<file path="src/rtl/mr_control_unit_if.sv">
// Control-unit bus: IR fields, flags and run in; load enables, selects and status out.
// master = datapath/IR side, slave = control unit.
interface mr_control_unit_if #(
    parameter int CNT_W = 16
);
    logic             run;
    logic [1:0]       ir_op;
    logic [2:0]       ir_cond;
    logic [2:0]       ir_fn;
    logic             flag_z;
    logic             flag_n;

    logic             ld_pc;
    logic             ld_ir;
    logic             ld_ra;
    logic             ld_rf;
    logic             ld_flags;
    logic             mem_we;
    logic             sel_addr;
    logic             sel_pc;
    logic             sel_rf_in;
    logic             busy;
    logic [2:0]       state;
    logic [CNT_W-1:0] instr_cnt;

    modport master (
        output run, ir_op, ir_cond, ir_fn, flag_z, flag_n,
        input  ld_pc, ld_ir, ld_ra, ld_rf, ld_flags, mem_we,
               sel_addr, sel_pc, sel_rf_in, busy, state, instr_cnt
    );

    modport slave (
        input  run, ir_op, ir_cond, ir_fn, flag_z, flag_n,
        output ld_pc, ld_ir, ld_ra, ld_rf, ld_flags, mem_we,
               sel_addr, sel_pc, sel_rf_in, busy, state, instr_cnt
    );
endinterface

</file>
<file path="src/rtl/mr_control_unit.sv">
// Fetch/decode/execute sequencer: 3 cycles per instruction; run only starts work and never aborts it.
// Optional MR_CU_SINGLE_STEP_EN adds step_mode: one instruction per run rising edge.
module mr_control_unit #(
    parameter int         CNT_W  = 16,
    parameter logic [2:0] CMP_FN = 3'b111
) (
    input  logic             clk,
    input  logic             rst,
`ifdef MR_CU_SINGLE_STEP_EN
    input  logic             step_mode,
`endif
    mr_control_unit_if.slave cu
);

    typedef enum logic [2:0] {
        S_IDLE   = 3'd0,
        S_FETCH  = 3'd1,
        S_DECODE = 3'd2,
        S_LOAD   = 3'd3,
        S_STORE  = 3'd4,
        S_BRANCH = 3'd5,
        S_ALU    = 3'd6
    } state_t;

    state_t           state_q;
    state_t           state_d;
    logic [CNT_W-1:0] cnt_q;
    logic             exec_exit;
    logic             br_take;
    logic             start_ok;
    logic             cont_ok;

`ifdef MR_CU_SINGLE_STEP_EN
    logic run_q;

    always_ff @(posedge clk) begin
        if (rst) run_q <= 1'b0;
        else     run_q <= cu.run;
    end

    // In step mode a held run must not retrigger: only its rising edge starts work.
    assign start_ok = step_mode ? (cu.run && !run_q) : cu.run;
    assign cont_ok  = !step_mode && cu.run;
`else
    assign start_ok = cu.run;
    assign cont_ok  = cu.run;
`endif

    always_comb begin
        br_take = 1'b0;
        case (cu.ir_cond)
            3'b000:  br_take = 1'b1;
            3'b001:  br_take = cu.flag_z;
            3'b010:  br_take = cu.flag_n;
            3'b011:  br_take = cu.flag_n | cu.flag_z;
            3'b100:  br_take = 1'b0;
            3'b101:  br_take = !cu.flag_z;
            3'b110:  br_take = !cu.flag_n;
            default: br_take = !cu.flag_n & !cu.flag_z;
        endcase
    end

    always_comb begin
        state_d      = state_q;
        exec_exit    = 1'b0;
        cu.ld_pc     = 1'b0;
        cu.ld_ir     = 1'b0;
        cu.ld_ra     = 1'b0;
        cu.ld_rf     = 1'b0;
        cu.ld_flags  = 1'b0;
        cu.mem_we    = 1'b0;
        cu.sel_addr  = 1'b0;
        cu.sel_pc    = 1'b0;
        cu.sel_rf_in = 1'b0;
        case (state_q)
            S_IDLE: begin
                if (start_ok) state_d = S_FETCH;
            end
            S_FETCH: begin
                cu.ld_ir = 1'b1;
                cu.ld_pc = 1'b1;
                state_d  = S_DECODE;
            end
            S_DECODE: begin
                cu.ld_ra = 1'b1;
                case (cu.ir_op)
                    2'b00:   state_d = S_LOAD;
                    2'b01:   state_d = S_STORE;
                    2'b10:   state_d = S_BRANCH;
                    default: state_d = S_ALU;
                endcase
            end
            S_LOAD: begin
                cu.sel_addr  = 1'b1;
                cu.sel_rf_in = 1'b1;
                cu.ld_rf     = 1'b1;
                cu.ld_flags  = 1'b1;
                exec_exit    = 1'b1;
            end
            S_STORE: begin
                cu.sel_addr = 1'b1;
                cu.mem_we   = 1'b1;
                exec_exit   = 1'b1;
            end
            S_BRANCH: begin
                cu.ld_pc  = br_take;
                cu.sel_pc = br_take;
                exec_exit = 1'b1;
            end
            S_ALU: begin
                cu.ld_flags = 1'b1;
                cu.ld_rf    = (cu.ir_fn != CMP_FN);
                exec_exit   = 1'b1;
            end
            default: state_d = S_IDLE;
        endcase

        if (exec_exit) state_d = cont_ok ? S_FETCH : S_IDLE;

        // A reset edge must not commit any side effect of the cycle it lands in.
        if (rst) begin
            cu.ld_pc     = 1'b0;
            cu.ld_ir     = 1'b0;
            cu.ld_ra     = 1'b0;
            cu.ld_rf     = 1'b0;
            cu.ld_flags  = 1'b0;
            cu.mem_we    = 1'b0;
            cu.sel_addr  = 1'b0;
            cu.sel_pc    = 1'b0;
            cu.sel_rf_in = 1'b0;
        end
    end

    always_ff @(posedge clk) begin
        if (rst) begin
            state_q <= S_IDLE;
            cnt_q   <= '0;
        end else begin
            state_q <= state_d;
            if (exec_exit) cnt_q <= cnt_q + CNT_W'(1);
        end
    end

    assign cu.busy      = (state_q != S_IDLE);
    assign cu.state     = state_q;
    assign cu.instr_cnt = cnt_q;

endmodule

</file>
<file path="src/flat_wrapper.sv">
// flat-port wrapper written by rule: the top's interface ports become plain ports
module mr_control_unit_flat 
#(
    parameter int         CNT_W  = 16,
    parameter logic [2:0] CMP_FN = 3'b111
)
  (clk, rst, cu_run, cu_ir_op, cu_ir_cond, cu_ir_fn, cu_flag_z, cu_flag_n, cu_ld_pc, cu_ld_ir, cu_ld_ra, cu_ld_rf, cu_ld_flags, cu_mem_we, cu_sel_addr, cu_sel_pc, cu_sel_rf_in, cu_busy, cu_state, cu_instr_cnt);
  mr_control_unit_if #(.CNT_W(CNT_W)) cu_i ();
  input  logic clk;
  input  logic rst;
  input wire logic [$bits(cu_i.run)-1:0] cu_run;
  input wire logic [$bits(cu_i.ir_op)-1:0] cu_ir_op;
  input wire logic [$bits(cu_i.ir_cond)-1:0] cu_ir_cond;
  input wire logic [$bits(cu_i.ir_fn)-1:0] cu_ir_fn;
  input wire logic [$bits(cu_i.flag_z)-1:0] cu_flag_z;
  input wire logic [$bits(cu_i.flag_n)-1:0] cu_flag_n;
  output wire logic [$bits(cu_i.ld_pc)-1:0] cu_ld_pc;
  output wire logic [$bits(cu_i.ld_ir)-1:0] cu_ld_ir;
  output wire logic [$bits(cu_i.ld_ra)-1:0] cu_ld_ra;
  output wire logic [$bits(cu_i.ld_rf)-1:0] cu_ld_rf;
  output wire logic [$bits(cu_i.ld_flags)-1:0] cu_ld_flags;
  output wire logic [$bits(cu_i.mem_we)-1:0] cu_mem_we;
  output wire logic [$bits(cu_i.sel_addr)-1:0] cu_sel_addr;
  output wire logic [$bits(cu_i.sel_pc)-1:0] cu_sel_pc;
  output wire logic [$bits(cu_i.sel_rf_in)-1:0] cu_sel_rf_in;
  output wire logic [$bits(cu_i.busy)-1:0] cu_busy;
  output wire logic [$bits(cu_i.state)-1:0] cu_state;
  output wire logic [$bits(cu_i.instr_cnt)-1:0] cu_instr_cnt;
  assign cu_i.run = cu_run;
  assign cu_i.ir_op = cu_ir_op;
  assign cu_i.ir_cond = cu_ir_cond;
  assign cu_i.ir_fn = cu_ir_fn;
  assign cu_i.flag_z = cu_flag_z;
  assign cu_i.flag_n = cu_flag_n;
  assign cu_ld_pc = cu_i.ld_pc;
  assign cu_ld_ir = cu_i.ld_ir;
  assign cu_ld_ra = cu_i.ld_ra;
  assign cu_ld_rf = cu_i.ld_rf;
  assign cu_ld_flags = cu_i.ld_flags;
  assign cu_mem_we = cu_i.mem_we;
  assign cu_sel_addr = cu_i.sel_addr;
  assign cu_sel_pc = cu_i.sel_pc;
  assign cu_sel_rf_in = cu_i.sel_rf_in;
  assign cu_busy = cu_i.busy;
  assign cu_state = cu_i.state;
  assign cu_instr_cnt = cu_i.instr_cnt;
  mr_control_unit #(.CNT_W(CNT_W), .CMP_FN(CMP_FN)) u_core (.clk(clk), .rst(rst), .cu(cu_i));
endmodule
</file>
<file path="config.mk">
export PLATFORM = sky130hd
export DESIGN_NAME = mr_control_unit_flat
export DESIGN_NICKNAME = d
export VERILOG_FILES = /design/src/rtl/mr_control_unit_if.sv /design/src/rtl/mr_control_unit.sv /design/src/flat_wrapper.sv
export SDC_FILE = /design/constraint.sdc
export NUM_CORES = 1
export LEC_CHECK = 0
export CORE_MARGIN = 2
export CORE_UTILIZATION = 28
export DETAILED_ROUTE_END_ITERATION = 10
export GPL_ROUTABILITY_DRIVEN = 0
export PLACE_DENSITY = 0.6
export SETUP_SLACK_MARGIN = 0.02
export SLEW_MARGIN = 20
export SYNTH_ARGS = -nofsm -noshare
export SYNTH_HDL_FRONTEND = slang
export SYNTH_SLANG_ARGS = --single-unit
</file>
<file path="constraint.sdc">
create_clock -name clk -period 2.1 [get_ports clk]
set_clock_uncertainty 0.2 [all_clocks]
set_input_delay 0.315 -clock clk [delete_from_list [all_inputs] [get_ports clk]]
set_output_delay 0.315 -clock clk [all_outputs]
set_load 0.02 [all_outputs]
</file>
==> results.cfg <==
[status]
status = complete, no violations

[logic_synthesis]
yosysSeqAreaShare_pct = 36.3
synth_xor_area_share_pct = 6.69
synth-simple-area-share_pct = 26.2
synthMuxAreaShare_pct = 0.956
synth_warnings = 0
syn-cell-area_sq_mm = 0.00105
synth_cell_type_count = 39
synthTopCellsByArea = dfxtp_1, xor2_1, o21ai_0
ys_ff_latch = 19
synth-compound-area-share_pct = 21.5
synthesis.nets = 141
synth_top_area_share_pct = 36.3
postSynthCellCount = 125
synthAdderAreaFrac_pct = 3.58
syn_avg_cell_area_sq_um = 8.38
synth_top_family_by_area = simple AND/OR/NAND/NOR gates
synth_top_area_cell = dfxtp_1

[grt]
grt_antenna_before_repair = 0
first_global_vias = 973
grt_overflow = 0
grt_usage_pct = 12.2
grt_pass1_wl_microns = 4170
grt_max_degree = 18

[clock_network]
cts_made_buffers = 3
cts_root_buf = clkbuf_8
cts_max_level = 1
cts.sinks = 19
clk_latency_ps = 250
clk_pin_slew_ps = 70
cts_tree = yes
clockBufferDepth = 2
post_cts_buffers = 0

[routing]
antenna_left = 0
drt_iter0_drc = 30
wl_met2_microns = 1260
wl_met3_microns = 59
wl_per_cell_microns = 11.1
vias = 1047
viasPerCell = 4.72
drt-total-wl_microns = 2460
top_layer = met4
drc = 0
firstDrtPassIters = 4
wl_met1_microns = 1110

[flow_run]
drv_cap = 0

[placement]
portBuffers = 41
dpl.hpwl_microns = 1950
dp.cells = 218

[setup_path]
worstPathCellList = nand2b_1 > a31o_2 > a21oi_1 > clkdlybuf4s15_1
worst_ep_required_time_ps = 1580
cp-start-kind = flip-flop
path_class = flip-flop to output pin
slowest_stage = dfxtp_2
path_max_fanout = 8
crit_arrival_ps = 1440
end_kind = output pin
cp_slowest_stage_delay_ps = 360

[power_and_ir_drop]
p_clk_share_pct = 33.7
p_comb_share_pct = 16.3
ir_worst_vdd_uv = 202
leakage_nw = 0.667
internal_power_mw = 0.562
switchingPower_mw = 0.188
p_seq_share_pct = 50.0
power.density_mw_per_mm2 = 463
p_sw_share_pct = 25.0

[die]
ioPinCount = 42
initial_core_util_pct = 28.8
core_sq_mm = 0.00363
die-width_microns = 65.2
dieArea_sq_mm = 0.00425
die_h_microns = 65.2
rows = 22

[sta]
clock.fmax_mhz = 512
setup_viol = 0
finalCritPeriodShare_pct = 92.9
rsz0062_at_grt = false
finalHoldViolCount = 0
slew_violations = 0
slew_headroom_pct = 64.8
min_period_ps = 1950
worstMarginPinSlew_ps = 524

[min_path]
worstHoldPathType = input pin to flip-flop

[layout]
fill_cells = 370
drive_above_1_share_pct = 17.8
nets = 191
antenna_cells = 0
multi_input_area_sq_um = 628
final_util_pct = 44.6
stdcell_count = 222
area_delta_synth_final_pct = 54.6
regArea_sq_um = 384
==> registers in the layout, indices dropped and copies added, names as in the netlist <==
name / cells
u_core.cu.instr_cnt: 16
u_core.cu.state: 3
==> repair_timing <==
action                                 CTS  global route
setup endpoints to repair               10            13
resized for setup                       26            11
hold buffers                             0             0
endpoints found under the hold margin    0             0
pin swaps                                1             3
==> power groups by stage <==
stage                     Combinational, mW  Clock (mW)  Sequential [mW]
after global placement                0.127           0            0.382
after floorplan                      0.0576           0            0.384
after global routing                  0.132       0.277            0.376
after detailed placement              0.130           0            0.382
final                                 0.122       0.253            0.374
after CTS                             0.125       0.255            0.374
==> layout make-up <==
type / count / share of cell area [%]
clock buffer: 3 / 2.55
multi-input combinational: 94 / 38.8
timing repair buffer: 52 / 29.8
sequential: 19 / 23.7
tap: 48 / 3.71
inverter: 5 / 1.16
clock inverter: 1 / 0.309
==> cell usage after synthesis, drive strengths merged <==
| master | instances |
|---|---|
| a211oi | 1 |
| a21boi | 2 |
| a21oi | 9 |
| a22oi | 2 |
| a31o | 1 |
| and3 | 3 |
| and3b | 1 |
| and4 | 3 |
| buf | 2 |
| clkbuf | 5 |
| dfxtp | 19 |
| ha | 3 |
| inv | 5 |
| mux2i | 1 |
| nand2 | 3 |
| nand2b | 6 |
| nand3 | 1 |
| nand4 | 2 |
| nor2 | 12 |
| nor2b | 2 |
| nor3 | 3 |
| nor4 | 1 |
| nor4b | 1 |
| o2111ai | 2 |
| o211ai | 2 |
| o21ai | 12 |
| o21ba | 1 |
| o31a | 1 |
| o31ai | 1 |
| or2 | 1 |
| or3 | 7 |
| or3b | 1 |
| or4 | 1 |
| xnor2 | 1 |
| xor2 | 7 |
==> per-stage QoR <==
step	TNS (ps)	cell area [sq um]	worst slack [ps]	hold slack, ps	total power [mW]
6_report	0	1620	148	224	0.750
4_1_cts	0	1610	20.1	312	0.754
3_5_place_dp	-2590	1570	-484	302	0.511
3_3_place_gp	-2630	1570	-440	279	0.509
5_1_grt	0	1620	53.1	239	0.785
2_1_floorplan	0	1050	84.8	263	0.442
==> per-layer routing <==
layer | vias to the layer above | track usage (%)
li1 | 547 | -
met1 | 480 | 15.1
met2 | 18 | 21.5
met3 | 2 | 1.71
met4 | 0 | 4.69
met5 | - | 0
==> final timing paths <==
path / start / end / depth (start not counted) / slack, ps
worst max-delay path: u_core.cu.state[0] / cu_ld_rf / 4 / 150
worst min-delay path: rst / u_core.cu.state[1] / 3 / 220
worst max register to register: u_core.cu.state[0] / u_core.cu.instr_cnt[13] / 5 / 180
worst min register to register: u_core.cu.instr_cnt[14] / u_core.cu.instr_cnt[14] / 2 / 310
==> kinds of logic (layout without fill, tap and decap cells) <==
kind of cell,Yosys count,after routing
adder cells (fa/ha/maj),3,3
AO/OA/AOI/OAI,34,34
multiplexers,1,1
flip-flops,19,19
buffers and inverters,12,61
AND/OR/NAND/NOR,48,48
XOR/XNOR,8,8
==> cell usage in the layout (no fill, tap or decap), types with 4 or more instances in the layout <==
| master | netlist | layout |
|---|---|---|
| dfxtp_1 | 19 | 16 |
| dlymetal6s2s_1 | 0 | 5 |
| o21ai_0 | 10 | 9 |
| inv_1 | 5 | 5 |
| dlygate4sd2_1 | 0 | 4 |
| clkdlybuf4s50_1 | 0 | 26 |
| nand2b_1 | 6 | 6 |
| nor2_1 | 12 | 12 |
| xor2_1 | 7 | 7 |
| or3_1 | 7 | 7 |
| buf_4 | 1 | 11 |
| a21oi_1 | 9 | 9 |
==> worst max-delay path, delay by kind of cell, from the launching register on <==
| kind | cells | cell delay (ps) |
|---|---|---|
| flops | 1 | 360 |
| compound gates | 2 | 350 |
| buf+inv | 1 | 320 |
| simple gates | 1 | 160 |
Note: power is estimated with default switching activity, not from simulation.
